--- src/rtl/grant_locking_arbiter_pkg.sv ---
// Shared types and constants for the two-requester grant arbiter.
// Field widths, grant payload struct and the lock FSM state enum.
package grant_locking_arbiter_pkg;

   localparam int unsigned BEAT_W  = 3;
   localparam int unsigned CXID_W  = 1;
   localparam int unsigned MXID_W  = 2;
   localparam int unsigned GTYPE_W = 4;
   localparam int unsigned DATA_W  = 64;
   localparam int unsigned CID_W   = 1;
   localparam int unsigned STAT_W  = 16;

   localparam logic [GTYPE_W-1:0] G_TYPE_DATA_BLOCK = 4'h5;

   typedef enum logic {
      IDLE   = 1'b0,
      LOCKED = 1'b1
   } state_e;

   typedef struct packed {
      logic [BEAT_W-1:0]  addr_beat;
      logic [CXID_W-1:0]  client_xact_id;
      logic [MXID_W-1:0]  manager_xact_id;
      logic               is_builtin_type;
      logic [GTYPE_W-1:0] g_type;
      logic [DATA_W-1:0]  data;
      logic [CID_W-1:0]   client_id;
   } grant_t;

   // Non-builtin grants and builtin data-block grants carry a full block.
   function automatic logic is_multibeat(input grant_t g);
      return !g.is_builtin_type || (g.g_type == G_TYPE_DATA_BLOCK);
   endfunction

endpackage

--- src/rtl/grant_locking_arbiter_if.sv ---
// Grant handshake bundle: two requester ports, one arbitrated output port.
// The arbiter connects through the slave modport, the requester/sink side through master.
interface grant_locking_arbiter_if;
   import grant_locking_arbiter_pkg::*;

   logic   io_in_0_valid;
   logic   io_in_0_ready;
   grant_t io_in_0_bits;
   logic   io_in_1_valid;
   logic   io_in_1_ready;
   grant_t io_in_1_bits;
   logic   io_out_ready;
   logic   io_out_valid;
   grant_t io_out_bits;
   logic   io_chosen;

   modport slave (
      input  io_in_0_valid, io_in_0_bits, io_in_1_valid, io_in_1_bits, io_out_ready,
      output io_in_0_ready, io_in_1_ready, io_out_valid, io_out_bits, io_chosen
   );

   modport master (
      output io_in_0_valid, io_in_0_bits, io_in_1_valid, io_in_1_bits, io_out_ready,
      input  io_in_0_ready, io_in_1_ready, io_out_valid, io_out_bits, io_chosen
   );

endinterface

--- src/rtl/grant_locking_arbiter_rr_pick2.sv ---
// Two-way round-robin pick: the requester that did not win last goes first.
// With neither valid the previous winner stays selected.
module rr_pick2 (
   input  logic [1:0] valid,
   input  logic       last,
   output logic       winner
);

   always_comb begin
      winner = last;
      if (valid[~last]) winner = ~last;
   end

endmodule

--- src/rtl/grant_locking_arbiter.sv ---
// Two-requester grant arbiter that locks onto one requester for a multi-beat block.
// Optional per-requester fired-beat counters are built when GRANT_ARB_STATS_EN is defined.
module grant_locking_arbiter
   import grant_locking_arbiter_pkg::*;
#(
   parameter int unsigned N_BEATS = 8
) (
   input  logic                  clk,
   input  logic                  reset,
   grant_locking_arbiter_if.slave io
`ifdef GRANT_ARB_STATS_EN
   ,
   output logic [STAT_W-1:0]     stat_beats_0,
   output logic [STAT_W-1:0]     stat_beats_1
`endif
);

   localparam logic [BEAT_W-1:0] LAST_BEAT = BEAT_W'(N_BEATS - 1);

   state_e state_q, state_d;
   logic   lock_owner_q, lock_owner_d;
   logic   last_winner_q, last_winner_d;
   logic   hold_q, hold_d;
   logic   hold_idx_q, hold_idx_d;

   logic   rr_winner;
   logic   chosen;
   logic   sel_valid;
   grant_t sel_bits;
   logic   fire;

   rr_pick2 u_rr_pick2 (
      .valid  ({io.io_in_1_valid, io.io_in_0_valid}),
      .last   (last_winner_q),
      .winner (rr_winner)
   );

   always_ff @(posedge clk or posedge reset) begin
      if (reset) begin
         state_q       <= IDLE;
         lock_owner_q  <= 1'b0;
         last_winner_q <= 1'b1;
         hold_q        <= 1'b0;
         hold_idx_q    <= 1'b0;
      end else begin
         state_q       <= state_d;
         lock_owner_q  <= lock_owner_d;
         last_winner_q <= last_winner_d;
         hold_q        <= hold_d;
         hold_idx_q    <= hold_idx_d;
      end
   end

   // A stalled winner (valid && !ready) is remembered so a late request cannot steal the port.
   always_comb begin
      state_d       = state_q;
      lock_owner_d  = lock_owner_q;
      last_winner_d = last_winner_q;
      chosen        = rr_winner;

      if (state_q == LOCKED)  chosen = lock_owner_q;
      else if (hold_q)        chosen = hold_idx_q;

      sel_valid  = chosen ? io.io_in_1_valid : io.io_in_0_valid;
      sel_bits   = chosen ? io.io_in_1_bits  : io.io_in_0_bits;
      fire       = sel_valid && io.io_out_ready;
      hold_d     = sel_valid && !io.io_out_ready;
      hold_idx_d = chosen;

      case (state_q)
         IDLE: begin
            if (fire) begin
               last_winner_d = chosen;
               if (is_multibeat(sel_bits) && (sel_bits.addr_beat != LAST_BEAT)) begin
                  state_d      = LOCKED;
                  lock_owner_d = chosen;
               end
            end
         end
         LOCKED: begin
            if (fire && (sel_bits.addr_beat == LAST_BEAT)) state_d = IDLE;
         end
         default: state_d = IDLE;
      endcase
   end

   assign io.io_out_valid  = sel_valid;
   assign io.io_out_bits   = sel_bits;
   assign io.io_chosen     = chosen;
   assign io.io_in_0_ready = io.io_out_ready && !chosen;
   assign io.io_in_1_ready = io.io_out_ready &&  chosen;

`ifdef GRANT_ARB_STATS_EN
   logic [STAT_W-1:0] stat_0_q, stat_1_q;

   // Fired-beat counters wrap naturally at the top of their range.
   always_ff @(posedge clk or posedge reset) begin
      if (reset) begin
         stat_0_q <= '0;
         stat_1_q <= '0;
      end else if (fire) begin
         if (chosen) stat_1_q <= stat_1_q + STAT_W'(1);
         else        stat_0_q <= stat_0_q + STAT_W'(1);
      end
   end

   assign stat_beats_0 = stat_0_q;
   assign stat_beats_1 = stat_1_q;
`endif

endmodule

--- src/flat_wrapper.sv ---
// flat-port wrapper written by rule: the top's interface ports become plain ports
module grant_locking_arbiter_flat import grant_locking_arbiter_pkg::*;
#(
   parameter int unsigned N_BEATS = 8
)
  (clk, reset, io_io_in_0_valid, io_io_in_0_bits, io_io_in_1_valid, io_io_in_1_bits, io_io_out_ready, io_io_in_0_ready, io_io_in_1_ready, io_io_out_valid, io_io_out_bits, io_io_chosen);
  grant_locking_arbiter_if io_i ();
  input  logic clk;
  input  logic reset;
  input wire logic [$bits(io_i.io_in_0_valid)-1:0] io_io_in_0_valid;
  input wire logic [$bits(io_i.io_in_0_bits)-1:0] io_io_in_0_bits;
  input wire logic [$bits(io_i.io_in_1_valid)-1:0] io_io_in_1_valid;
  input wire logic [$bits(io_i.io_in_1_bits)-1:0] io_io_in_1_bits;
  input wire logic [$bits(io_i.io_out_ready)-1:0] io_io_out_ready;
  output wire logic [$bits(io_i.io_in_0_ready)-1:0] io_io_in_0_ready;
  output wire logic [$bits(io_i.io_in_1_ready)-1:0] io_io_in_1_ready;
  output wire logic [$bits(io_i.io_out_valid)-1:0] io_io_out_valid;
  output wire logic [$bits(io_i.io_out_bits)-1:0] io_io_out_bits;
  output wire logic [$bits(io_i.io_chosen)-1:0] io_io_chosen;
  assign io_i.io_in_0_valid = io_io_in_0_valid;
  assign io_i.io_in_0_bits = io_io_in_0_bits;
  assign io_i.io_in_1_valid = io_io_in_1_valid;
  assign io_i.io_in_1_bits = io_io_in_1_bits;
  assign io_i.io_out_ready = io_io_out_ready;
  assign io_io_in_0_ready = io_i.io_in_0_ready;
  assign io_io_in_1_ready = io_i.io_in_1_ready;
  assign io_io_out_valid = io_i.io_out_valid;
  assign io_io_out_bits = io_i.io_out_bits;
  assign io_io_chosen = io_i.io_chosen;
  grant_locking_arbiter #(.N_BEATS(N_BEATS)) u_core (.clk(clk), .reset(reset), .io(io_i));
endmodule
--- config.mk ---
export PLATFORM = sky130hd
export DESIGN_NAME = grant_locking_arbiter_flat
export DESIGN_NICKNAME = d
export VERILOG_FILES = /design/src/rtl/grant_locking_arbiter_pkg.sv /design/src/rtl/grant_locking_arbiter_if.sv /design/src/rtl/grant_locking_arbiter_rr_pick2.sv /design/src/rtl/grant_locking_arbiter.sv /design/src/flat_wrapper.sv
export SDC_FILE = /design/constraint.sdc
export NUM_CORES = 1
export LEC_CHECK = 0
export BUFFER_PORTS_ARGS = -buffer_cell sky130_fd_sc_hd__buf_2
export CORE_AREA = 2 2 92 94
export DETAILED_ROUTE_END_ITERATION = 8
export DIE_AREA = 0 0 94 96
export HOLD_SLACK_MARGIN = 0.12
export PLACE_DENSITY = 0.56
export SLEW_MARGIN = 10
export SYNTH_ARGS = -nofsm -noshare
export SYNTH_HDL_FRONTEND = slang
export SYNTH_SLANG_ARGS = --single-unit
export TNS_END_PERCENT = 100
--- constraint.sdc ---
create_clock -name clk -period 1.8 [get_ports clk]
set_input_delay 0.09 -clock clk [delete_from_list [all_inputs] [get_ports clk]]
set_output_delay 0.09 -clock clk [all_outputs]
set_load 0.05 [all_outputs]
# --- Yosys cells after proc, flatten, opt, wreduce, memory -nomap -nowiden ---
# Cells that the tools add are included.
classes:
  n_mux: 11
  n_mul: 0
  n_div: 0
  n_bitwise: 2
  n_reduce_logical: 12
  n_shift: 0
  magnitude_cmp: 1
  add_sub_neg: 0
  eq_ne: 3
ops:
  columns: ["cell", "count"]
  rows:
  - ["76-bit 2-to-1 mux", 1]
  - ["1-bit 2-to-1 mux", 9]
  - ["1-bit logical AND", 6]
  - ["4-bit by 3-bit == test with 1-bit output (second input constant)", 1]
  - ["3-bit == test (second input constant)", 1]
  - ["1-bit zero test", 3]
  - ["3-bit != test (second input constant)", 1]
  - ["3-bit AND reduction", 1]
  - ["1-bit by 2-bit less-than comparator with 1-bit output (second input constant)", 1]
  - ["1-bit NOT", 2]
  - ["1-bit one-hot mux with 2 select lines", 1]
  - ["2-bit AND reduction", 1]
  - ["1-bit logical OR", 1]
word_totals:
  out_inout_bits: 80
  elab_cells: 34
  register_bits: 5
  mem_bits_ro: 0
  ram_bits: 0
  memories: 0
  latchBits: 0

# --- Logic depth before layout (Yosys ltp) ---
# Gate-level depths: netlist of run 1.
logic_depth:
  depth_word: 13
  depth_mapped: 7
  mapped_depth_nobuf: 5

# --- By module ---
# From an unflattened synthesis of run 1, not the netlist that was laid out.
unflattened:
  hier_cells: 136
  area_unflattened_um2: 1262.5
by_module_without_submodules:
  columns: ["module", "instances", "area_each_um2", "cells_each", "seq_area_each_um2"]
  rows:
  - ["grant_locking_arbiter", 1, 1248.7, 134, 126.4]
  - ["rr_pick2", 1, 13.8, 2, 0.0]

# --- Least setup slack after synthesis of run 1 ---
# Ideal clock, no wire load.
synth_timing:
  path_type: "reg-to-output"
  from: "register u_core.last_winner_q"
  to: "output io_io_in_0_ready"
  path_buffers: 2
  arrival_ns: 1.777
  slack_ns: -0.067
  path_stages_with_launch: 7
  t_required_ns: 1.710
  path_cell_list: "dfstp_2 -> nand2_1 -> o21ai_0 -> a21oi_2 -> buf_6 -> buf_6 -> nor2b_1"
synth_between:
  elab_chain_cells: 7
synth_rtl:
  columns: ["element", "line", "text"]
  rows:
  - ["start: declaration", "grant_locking_arbiter.sv:22", "logic last_winner_q, last_winner_d;"]
  - ["start signal: assignment", "grant_locking_arbiter.sv:48", "last_winner_q <= last_winner_d;"]
  - ["1-bit 2-to-1 mux (not written as such) (2 in series)", "grant_locking_arbiter_rr_pick2.sv:11", "if (valid[~last]) winner = ~last;"]
  - ["1-bit 2-to-1 mux *", "grant_locking_arbiter_rr_pick2.sv:11", null]
  - ["1-bit 2-to-1 mux *", "grant_locking_arbiter.sv:62", "else if (hold_q) chosen = hold_idx_q;"]
  - ["1-bit 2-to-1 mux *", "grant_locking_arbiter.sv:61", "if (state_q == LOCKED) chosen = lock_owner_q;"]
  - ["named net io_io_chosen", "flat_wrapper.sv:19", "output wire logic [$bits(io_i.io_chosen)-1:0] io_io_chosen;"]
  - ["1-bit zero test *", "grant_locking_arbiter.sv:90", "assign io.io_in_0_ready = io.io_out_ready && !chosen;"]
  - ["1-bit logical AND *", "grant_locking_arbiter.sv:90", null]
  - ["end: declaration", "flat_wrapper.sv:15", "output wire logic [$bits(io_i.io_in_0_ready)-1:0] io_io_in_0_ready;"]
# The timed path passes the listed nets; every way through them passes the cells marked *. The select of a mux whose other input is x is not followed.

# --- Worst setup path in the final report of run 1 ---
layout_timing:
  from: "register u_core.last_winner_q"
  to: "output io_io_out_bits[52]"
layout_between:
  elab_chain_cells: 6
layout_rtl:
  columns: ["element", "line", "text"]
  rows:
  - ["1-bit 2-to-1 mux (not written as such) (2 in series)", "grant_locking_arbiter_rr_pick2.sv:11", null]
  - ["1-bit 2-to-1 mux *", "grant_locking_arbiter_rr_pick2.sv:11", null]
  - ["1-bit 2-to-1 mux *", "grant_locking_arbiter.sv:62", null]
  - ["1-bit 2-to-1 mux *", "grant_locking_arbiter.sv:61", null]
  - ["76-bit 2-to-1 mux *", "grant_locking_arbiter.sv:65", "sel_bits = chosen ? io.io_in_1_bits : io.io_in_0_bits;"]
  - ["end: declaration", "flat_wrapper.sv:18", "output wire logic [$bits(io_i.io_out_bits)-1:0] io_io_out_bits;"]
# Mark *: on every way between the ends. The rest lies on a longest branch, timed or not. The select of a mux whose other input is x is not followed.

==> impl_metrics.yaml, run 1 <==
status:
  outcome: "finished with violations"
  violations: "setup timing"
die:
  start_util_pct: 15.6
  core_mm2: 0.00805
  die_h_um: 96
  rows: 33
  die_area_mm2: 0.00902
  die_w_um: 94
  io_pins: 237
final_layout:
  syn2layout_area_growth_pct: 170
  antenna_cells: 0
  drive_gt1_share_pct: 91.8
  mostFrequentLayoutCell: "buf_2"
  final_cells: 472
  design_area_mm2: 0.00340
  layout_common_cells: "buf_2 (158), buf_6 (71), mux2_4 (42)"
  layout.nets: 525
yosys:
  netlist_instances: 121
  syn_avg_cell_area_um2: 10.4
  synth-seq-cells: 5
  synth_area_leaders: "mux2_2 (69%), dfrtp_1 (8.0%), buf_4 (3.0%)"
  ys_seq_area_share_pct: 10.1
  netlist_area_mm2: 0.00126
  yosys_warnings: 0
  post-synth-top-area-cell: "mux2_2"
  syn_nets: 278
  synth_cell_type_count: 27
  yosysTopAreaCellShare_pct: 69.0
timing:
  tightest_slew_ns: 0.363
  fmax_mhz: 513
  period_needed_ns: 1.95
  rsz0062_at_grt: "yes"
  finalCritPeriodShare_pct: 108
  setup_viol: 77
  slew_viol_final: 0
  hold_viol: 0
  timing.final.ws_setup_ns: -0.150
  fin_skew_ns: 0.000176
  max-slew-margin-rel_pct: 75.6
routing:
  first_pass_iters: 4
  via_count: 2055
  drt_iter0_markers: 18
  wl_per_cell_um: 15.9
  ant_nets: 0
  wirelength_mm: 7.49
  viasPerCell: 4.35
  drc: 0
clock_tree:
  cts.clk_slew.worst_paths_ns: 0.03
  cts_tree: "done"
  clockBufferDepth: 2
  cts_buffers: 3
  clk_latency_ns: 0.22
  htreeDepth: 1
  clockRootBuffer: "clkbuf_8"
  clkSinkCount: 5
grt:
  grt_max_degree: 20
  grt_pass1_vias: 2029
  grt_usage_pct: 14.3
  grt_overflow: 0
  antenna_found_initial: 0
  grt_first_pass_wirelength_mm: 10.0
placement:
  post_dp_cell_area_mm2: 0.00260
  place_hpwl_mm: 5.57
  io_buffers: 236
  dp_cells: 460
  place_ws_ns: -0.105
  place.gp.congestion: 0.791
min_path:
  min_path_type: "in -> reg"
setup_path:
  crit_fanout: 19
  r2r_slack_ns: 0.09
  crit_path_start_kind: "register"
  critical_path_required_ns: 1.71
  end_kind: "output port"
  critPathKind: "reg -> out"
  arrival_ns: 1.86
flow_run:
  drv_cap: 0
pwr:
  power_w: 0.00846
  p_leak_nw: 1.82
  p_per_area_mw_per_mm2: 2490
  ir_drop_mv: 1.07
-- layer usage --
layer	wire [um]	vias up	track usage, %
met3	716	12	2.35
met4	130	0	5.19
met2	4000	153	27.4
met1	2650	935	15.7
met5	0	-	0
li1	-	955	-
-- state kept, by name (all words and copies together) (netlist names) --
register and flops:
u_core.lock_owner_q 1, u_core.hold_q 1, u_core.last_winner_q 1, u_core.state_q 1
u_core.hold_idx_q 1
-- stage by stage --
step                      hold slack [ns]  TNS [ns]  utilization (%)
after floorplan                    -0.132         0                -
after global placement            0.00237     -2.83             32.3
after detailed placement        -0.000541     -5.09             32.3
after CTS                           0.155     -8.84             40.4
after global routing                0.171    -12.02             42.2
final                               0.150     -7.39             42.2
-- where the power goes --
group,switching [W],internal [W]
clock,0.0000540,0.000152
combinational,0.00459,0.00347
sequential,0.0000342,0.000157
-- cell families (layout without fill, tap and decap cells) --
family,count (synthesis),count (layout),share of synthesized area (%)
AO/OA/AOI/OAI,9,9,5.18
buffers and inverters,11,257,6.18
multiplexers,78,78,69.8
AND/OR/NAND/NOR,18,18,8.77
flip-flops,5,5,10.1
-- critical path, stage by stage, from the launching register on --
cell and delay (ns):
dfstp_2 0.54, o21ai_2 0.08, a21oi_4 0.15, buf_12 0.15
buf_12 0.16, mux2_2 0.39, buf_6 0.16
-- path summary, 6_finish.rpt --
check | from | end | cells after the start
worst max-delay path | u_core.last_winner_q | io_io_out_bits[52] | 6
max in group asynchronous | reset | u_core.last_winner_q | 3
worst min-delay path | io_io_out_ready | u_core.hold_q | 2
worst min register to register | u_core.lock_owner_q | u_core.lock_owner_q | 2
worst max register to register | u_core.last_winner_q | u_core.hold_q | 6
min in group asynchronous | reset | u_core.hold_q | 3
-- Yosys cell counts (all sizes together) --
master and n:
a21boi 1, a21oi 3, a32oi 1, a41o 1, and2 1, and3 1, buf 9, dfrtp 4
dfstp 1, inv 2, mux2 77, mux2i 1, nand2 3, nand2b 1, nand3 2, nand4 2
nand4b 1, nand4bb 1, nor2 2, nor2b 3, o21ai 1, o22ai 1, o31a 1, or4bb 1
-- what timing repair did --
action	4_1_cts	5_1_grt
hold buffers	1	0
endpoints found under the setup margin	80	79
cloned	2	0
pin swaps	1	0
buffers inserted	2	4
hold endpoints to repair	5	0
resized for setup	164	39
-- area by class of cell --
type	count	area, um^2
well taps	105	131
flip-flops and latches	5	126
inverters	2	7.51
repair buffers	251	1850
clock buffers	4	45.0
fillers	775	4660
multi-input cells	105	1240
Power figures use the tool's default switching activity.
==> run 2, diff against run 1 <==
CTS_BUF_LIST = sky130_fd_sc_hd__clkbuf_16   (was unset)
MAX_ROUTING_LAYER = met4   (was unset)
SYNTH_HIERARCHICAL = 1   (was unset)
==> impl_metrics.yaml, run 2 <==
status:
  outcome: "finished with violations"
  violations: "setup timing"
routing:
  drt_iter0_markers: 15
  via_count: 2081
  viasPerCell: 4.25
  wl_per_cell_um: 15.9
  wirelength_mm: 7.81
  drc: 0
  first_pass_iters: 3
  ant_nets: 0
placement:
  place.gp.congestion: 0.795
  io_buffers: 236
  place_ws_ns: -0.219
  place_hpwl_mm: 5.61
timing:
  whs_ns: 0.261
  slew_viol_final: 0
  setup-tns-final_ns: -25.12
  max-slew-margin-rel_pct: 80.6
  tightest_slew_ns: 0.287
  timing.final.ws_setup_ns: -0.361
  hold_viol: 0
  setup_viol: 83
  rsz0062_at_grt: "yes"
  finalCritPeriodShare_pct: 120
  fin_skew_ns: 0.00151
  fmax_mhz: 463
  period_needed_ns: 2.16
yosys:
  syn_nets: 293
  yosysTopAreaCellShare_pct: 61.5
  synthFlopType: "dfrtp_1"
  async_flop_share_pct: 100
  ys_seq_area_share_pct: 10.0
  synth_area_leaders: "mux2_2 (62%), dfrtp_1 (7.9%), nand2_1 (7.1%)"
  yosysMostFrequentCell: "mux2_2"
  netlist_area_mm2: 0.00126
  synth-seq-cells: 5
  syn_avg_cell_area_um2: 9.28
  yosys_warnings: 6
  synth_cell_type_count: 28
  post-synth-top-area-cell: "mux2_2"
  synth_enable_flop_cells: 0
  synth.top_cells.by_count: "mux2_2 (69), nand2_1 (24), buf_4 (5)"
  netlist_instances: 136
clock_tree:
  htreeDepth: 1
  cts_buffers: 3
  cts.clk_slew.worst_paths_ns: 0.03
  clockRootBuffer: "clkbuf_16"
  clkSinkCount: 5
  clockBufferDepth: 2
  clk_latency_ns: 0.23
  cts_tree: "done"
die:
  rows: 33
  io_pins: 237
  die_area_mm2: 0.00902
  die_w_um: 94
  die_h_um: 96
  core_mm2: 0.00805
  start_util_pct: 15.7
grt:
  grt_use_met2_pct: 27.6
  globalRouteMet3Util_pct: 2.27
  grt_busiest_layer: "met2"
  grt_usage_pct: 14.7
  grt_overflow: 0
  antenna_found_initial: 0
  grt_max_degree: 19
  grt_pass1_vias: 2083
  grt_first_pass_wirelength_mm: 10.0
  grtUsageMet1_pct: 16.9
setup_path:
  end_kind: "output port"
  critPathKind: "reg -> out"
  critical_path_required_ns: 1.71
  crit_path_start_kind: "register"
  arrival_ns: 2.07
  crit_fanout: 17
  ff2ff_path_depth: 6
final_layout:
  mostFrequentLayoutCell: "buf_2"
  syn2layout_area_growth_pct: 196
  antenna_cells: 0
  drive_gt1_share_pct: 89.4
  layout_common_cells: "buf_2 (156), buf_6 (58), mux2_4 (48)"
  layout.nets: 543
min_path:
  min_path_cells: 4
  min_path_type: "in -> reg"
pwr:
  p_per_area_mw_per_mm2: 2330
  ir_drop_mv: 1.04
  p_leak_nw: 2.01
  power_w: 0.00870
flow_run:
  drv_cap: 0
==> run 2: cell count changes after synthesis, moves of 2 or more <==
cell	change
nand2_1	+21
nor2_1	-2
inv_1	+2
o21ai_0	+2
mux2_2	-8
mux2i_1	+2
==> run 2: final timing paths <==
| path | end | slack (ns) | from |
|---|---|---|---|
| worst max-delay path | io_io_out_bits[41] | -0.36 | u_core/last_winner_q |
| worst min-delay path | u_core/lock_owner_q | 0.26 | io_io_in_0_bits[69] |
| worst max register to register | u_core/state_q | -0.19 | u_core/last_winner_q |
| worst min register to register | u_core/lock_owner_q | 0.52 | u_core/lock_owner_q |
| max in group asynchronous | u_core/last_winner_q | 1.24 | reset |
| min in group asynchronous | u_core/hold_q | 0.32 | reset |
==> run 2: kinds of logic after synthesis <==
family / Yosys count / share of synthesized area [%]
AND/OR/NAND/NOR: 35 / 13.2
buffers and inverters: 14 / 6.94
AO/OA/AOI/OAI: 10 / 5.95
flip-flops: 5 / 10.0
multiplexers: 72 / 63.9
==> run 2: worst max-delay path, stage by stage, from the launching register on <==
cell      delay, ns
dfstp_2        0.53
mux2i_1        0.18
mux2i_1        0.08
o21a_2         0.26
clkinv_8       0.12
buf_16         0.18
mux2_4         0.33
buf_6          0.16
==> run 2: stage by stage <==
stage                     area, um^2  util (%)  std cells
after floorplan                 1440         -        136
after global placement          2770      34.4        475
after detailed placement        2770      34.4        475
after CTS                       3510      43.6        486
after global routing            3740      46.4        490
final                           3740      46.4        490
==> run 2: where the power goes <==
part / switching (W) / internal [W]
logic: 0.00452 / 0.00362
clock network: 0.0000728 / 0.000288
registers: 0.0000325 / 0.000167
total: 0.00462 / 0.00408
==> run 2: area by class of cell <==
cell class                      instances  area [um^2]
Tap cell                              105          131
Clock buffer                            3         75.1
Clock inverter                          1         3.75
Timing Repair Buffer                  254         2050
Sequential cell                         5          126
Fill cell                             752         4320
Inverter                                5         31.3
Multi-Input combinational cell        117         1320
==> run 2: what timing repair did <==
item / CTS / global route
hold buffers: 2 / 0
buffers inserted: 1 / 4
resized for setup: 167 / 49
gates cloned: 4 / 2
endpoints found under the hold margin: 6 / 0
endpoints found under the setup margin: 82 / 82
pin swaps: 0 / 4
==> run 2: per-layer routing <==
metal	wire length (um)	vias up
li1	-	995
met1	2910	944
met4	17	0
met3	714	4
met5	0	-
met2	4170	138
==> run 3, diff against run 2 <==
GPL_TIMING_DRIVEN = 0   (was unset)
SKIP_LAST_GASP = 1   (was unset)
==> impl_metrics.yaml, run 3 (synthesized netlist as in run 2, its figures left out) <==
timing:
  slew_viol_final: 0
  rsz0062_at_grt: "yes"
  finalCritPeriodShare_pct: 122
  fmax_mhz: 457
  max-slew-margin-rel_pct: 79.7
  hold_viol: 0
  tightest_slew_ns: 0.301
  setup_viol: 83
  timing.final.ws_setup_ns: -0.390
  fin_skew_ns: 0.00166
  period_needed_ns: 2.19
die:
  rows: 33
  die_w_um: 94
  io_pins: 237
  core_mm2: 0.00805
  die_area_mm2: 0.00902
  start_util_pct: 15.7
  die_h_um: 96
placement:
  place.gp.congestion: 0.777
  dp_cells: 477
  io_buffers: 236
  place_hpwl_mm: 5.86
  place_ws_ns: -0.462
routing:
  viasPerCell: 4.25
  ant_nets: 0
  wirelength_mm: 7.59
  drc: 0
  via_count: 2089
  wl_per_cell_um: 15.4
  drt_iter0_markers: 14
  first_pass_iters: 4
final_layout:
  final_cells: 492
  layout.nets: 545
  antenna_cells: 0
  drive_gt1_share_pct: 88.1
  mostFrequentLayoutCell: "buf_2"
  layout_common_cells: "buf_2 (156), buf_6 (73), mux2_4 (35)"
  syn2layout_area_growth_pct: 188
clock_tree:
  cts_tree: "done"
  clockRootBuffer: "clkbuf_16"
  htreeDepth: 1
  cts_buffers: 3
  cts.clk_slew.worst_paths_ns: 0.03
  clkSinkCount: 5
  clockBufferDepth: 2
  clk_latency_ns: 0.23
grt:
  grt_max_degree: 12
  grt_pass1_vias: 1945
  antenna_found_initial: 0
  grt_first_pass_wirelength_mm: 9.27
  grt_overflow: 0
  grt_usage_pct: 13.6
pwr:
  ir_drop_mv: 1.42
  power_frac_seq_pct: 2.4
  power_frac_clock_pct: 4.3
  power.switching_w: 0.00455
  p_per_area_mw_per_mm2: 2340
  power.internal_w: 0.00396
  combPwrFrac_pct: 93.4
  swShare_pct: 53.5
  p_leak_nw: 1.93
status:
  violations: "setup timing"
  outcome: "finished with violations"
setup_path:
  slowest_stage: "dfstp_2"
  critPathKind: "reg -> out"
  crit_fanout: 10
  crit_chain: "mux2i_1 > mux2i_1 > o21a_2 > clkinv_8 > buf_12 > mux2_2 > buf_6"
  critPathMaxStageDelay_ns: 0.53
  critical_path_required_ns: 1.71
  crit_path_start_kind: "register"
  arrival_ns: 2.10
  end_kind: "output port"
  crit_top_cell: "mux2i_1"
min_path:
  min_path_type: "in -> reg"
flow_run:
  drv_cap: 0
[run 3: cell count changes in the layout (fill, tap and decap cells not counted)]
cell | previous run | this run
clkbuf_8 | 0 | 1
buf_8 | 21 | 6
clkbuf_16 | 4 | 5
mux2_2 | 21 | 34
buf_6 | 58 | 73
nand2_2 | 4 | 2
clkinv_4 | 0 | 1
nand2_4 | 10 | 7
buf_16 | 3 | 0
nand2_1 | 10 | 15
buf_4 | 7 | 5
buf_12 | 6 | 10
mux2_4 | 48 | 35
[run 3: worst max-delay path: cells and delay by family (launching register included)]
kind	cells	cell delay, ns
AOI/OAI and AO/OA	1	0.28
DFF	1	0.53
buffers and inverters	3	0.41
muxes	3	0.65
[run 3: per-layer routing]
| layer | share of wire (%) | up-vias | global-route usage, % | routed length [um] |
|---|---|---|---|---|
| li1 | - | 999 | - | - |
| met1 | 36 | 939 | 14.5 | 2750 |
| met2 | 52 | 143 | 25.6 | 3950 |
| met3 | 10 | 8 | 2.35 | 781 |
| met4 | 1.4 | 0 | 4.11 | 107 |
| met5 | 0 | - | - | 0 |
[run 3: final cells by class]
class / instances / area (um^2)
fillers: 780 / 4420
clock inverters: 1 / 3.75
repair inverters: 1 / 8.76
well taps: 105 / 131
repair buffers: 246 / 1840
multi-input cells: 117 / 1240
flip-flops and latches: 5 / 126
plain buffers: 9 / 174
clock buffers: 3 / 75.1
inverters: 5 / 31.3
[run 3: power by group through the flow]
| stage | clock (W) | combinational [W] | sequential [W] |
|---|---|---|---|
| 6_report | 0.000362 | 0.00794 | 0.000204 |
| 5_1_grt | 0.000376 | 0.00824 | 0.000209 |
| 4_1_cts | 0.000368 | 0.00689 | 0.000199 |
| 3_3_place_gp | 0 | 0.00590 | 0.000202 |
| 2_1_floorplan | 0 | 0.00479 | 0.000194 |
| 3_5_place_dp | 0 | 0.00592 | 0.000203 |
[run 3: what timing repair did]
item	CTS	global route
cloned	0	3
gates resized for setup	108	98
endpoints found under the hold margin	6	0
setup buffers	5	1
hold buffers	2	0
endpoints found under the setup margin	82	84
[run 3: per-stage QoR]
step | util [%] | power, W | TNS, ns | hold WS (ns) | cell area (um^2)
after floorplan | - | 0.00499 | -1.74 | -0.132 | 1440
after global placement | 34.1 | 0.00611 | -28.65 | -0.000201 | 2750
after detailed placement | 34.1 | 0.00612 | -29.65 | 0.00199 | 2750
after CTS | 39.7 | 0.00746 | -31.75 | 0.197 | 3200
after global routing | 45.1 | 0.00882 | -34.38 | 0.265 | 3630
final | 45.1 | 0.00851 | -28.27 | 0.206 | 3630
[run 3: final timing paths]
kind,from,end,slack (ns),depth (start not counted)
setup / recovery,u_core/last_winner_q,io_io_out_bits[24],-0.39,7
hold / removal,io_io_in_1_valid,u_core/last_winner_q,0.21,3
setup reg to reg,u_core/last_winner_q,u_core/state_q,-0.32,7
hold reg to reg,u_core/lock_owner_q,u_core/lock_owner_q,0.52,2
max in group asynchronous,reset,u_core/last_winner_q,1.23,3
min in group asynchronous,reset,u_core/hold_q,0.32,3
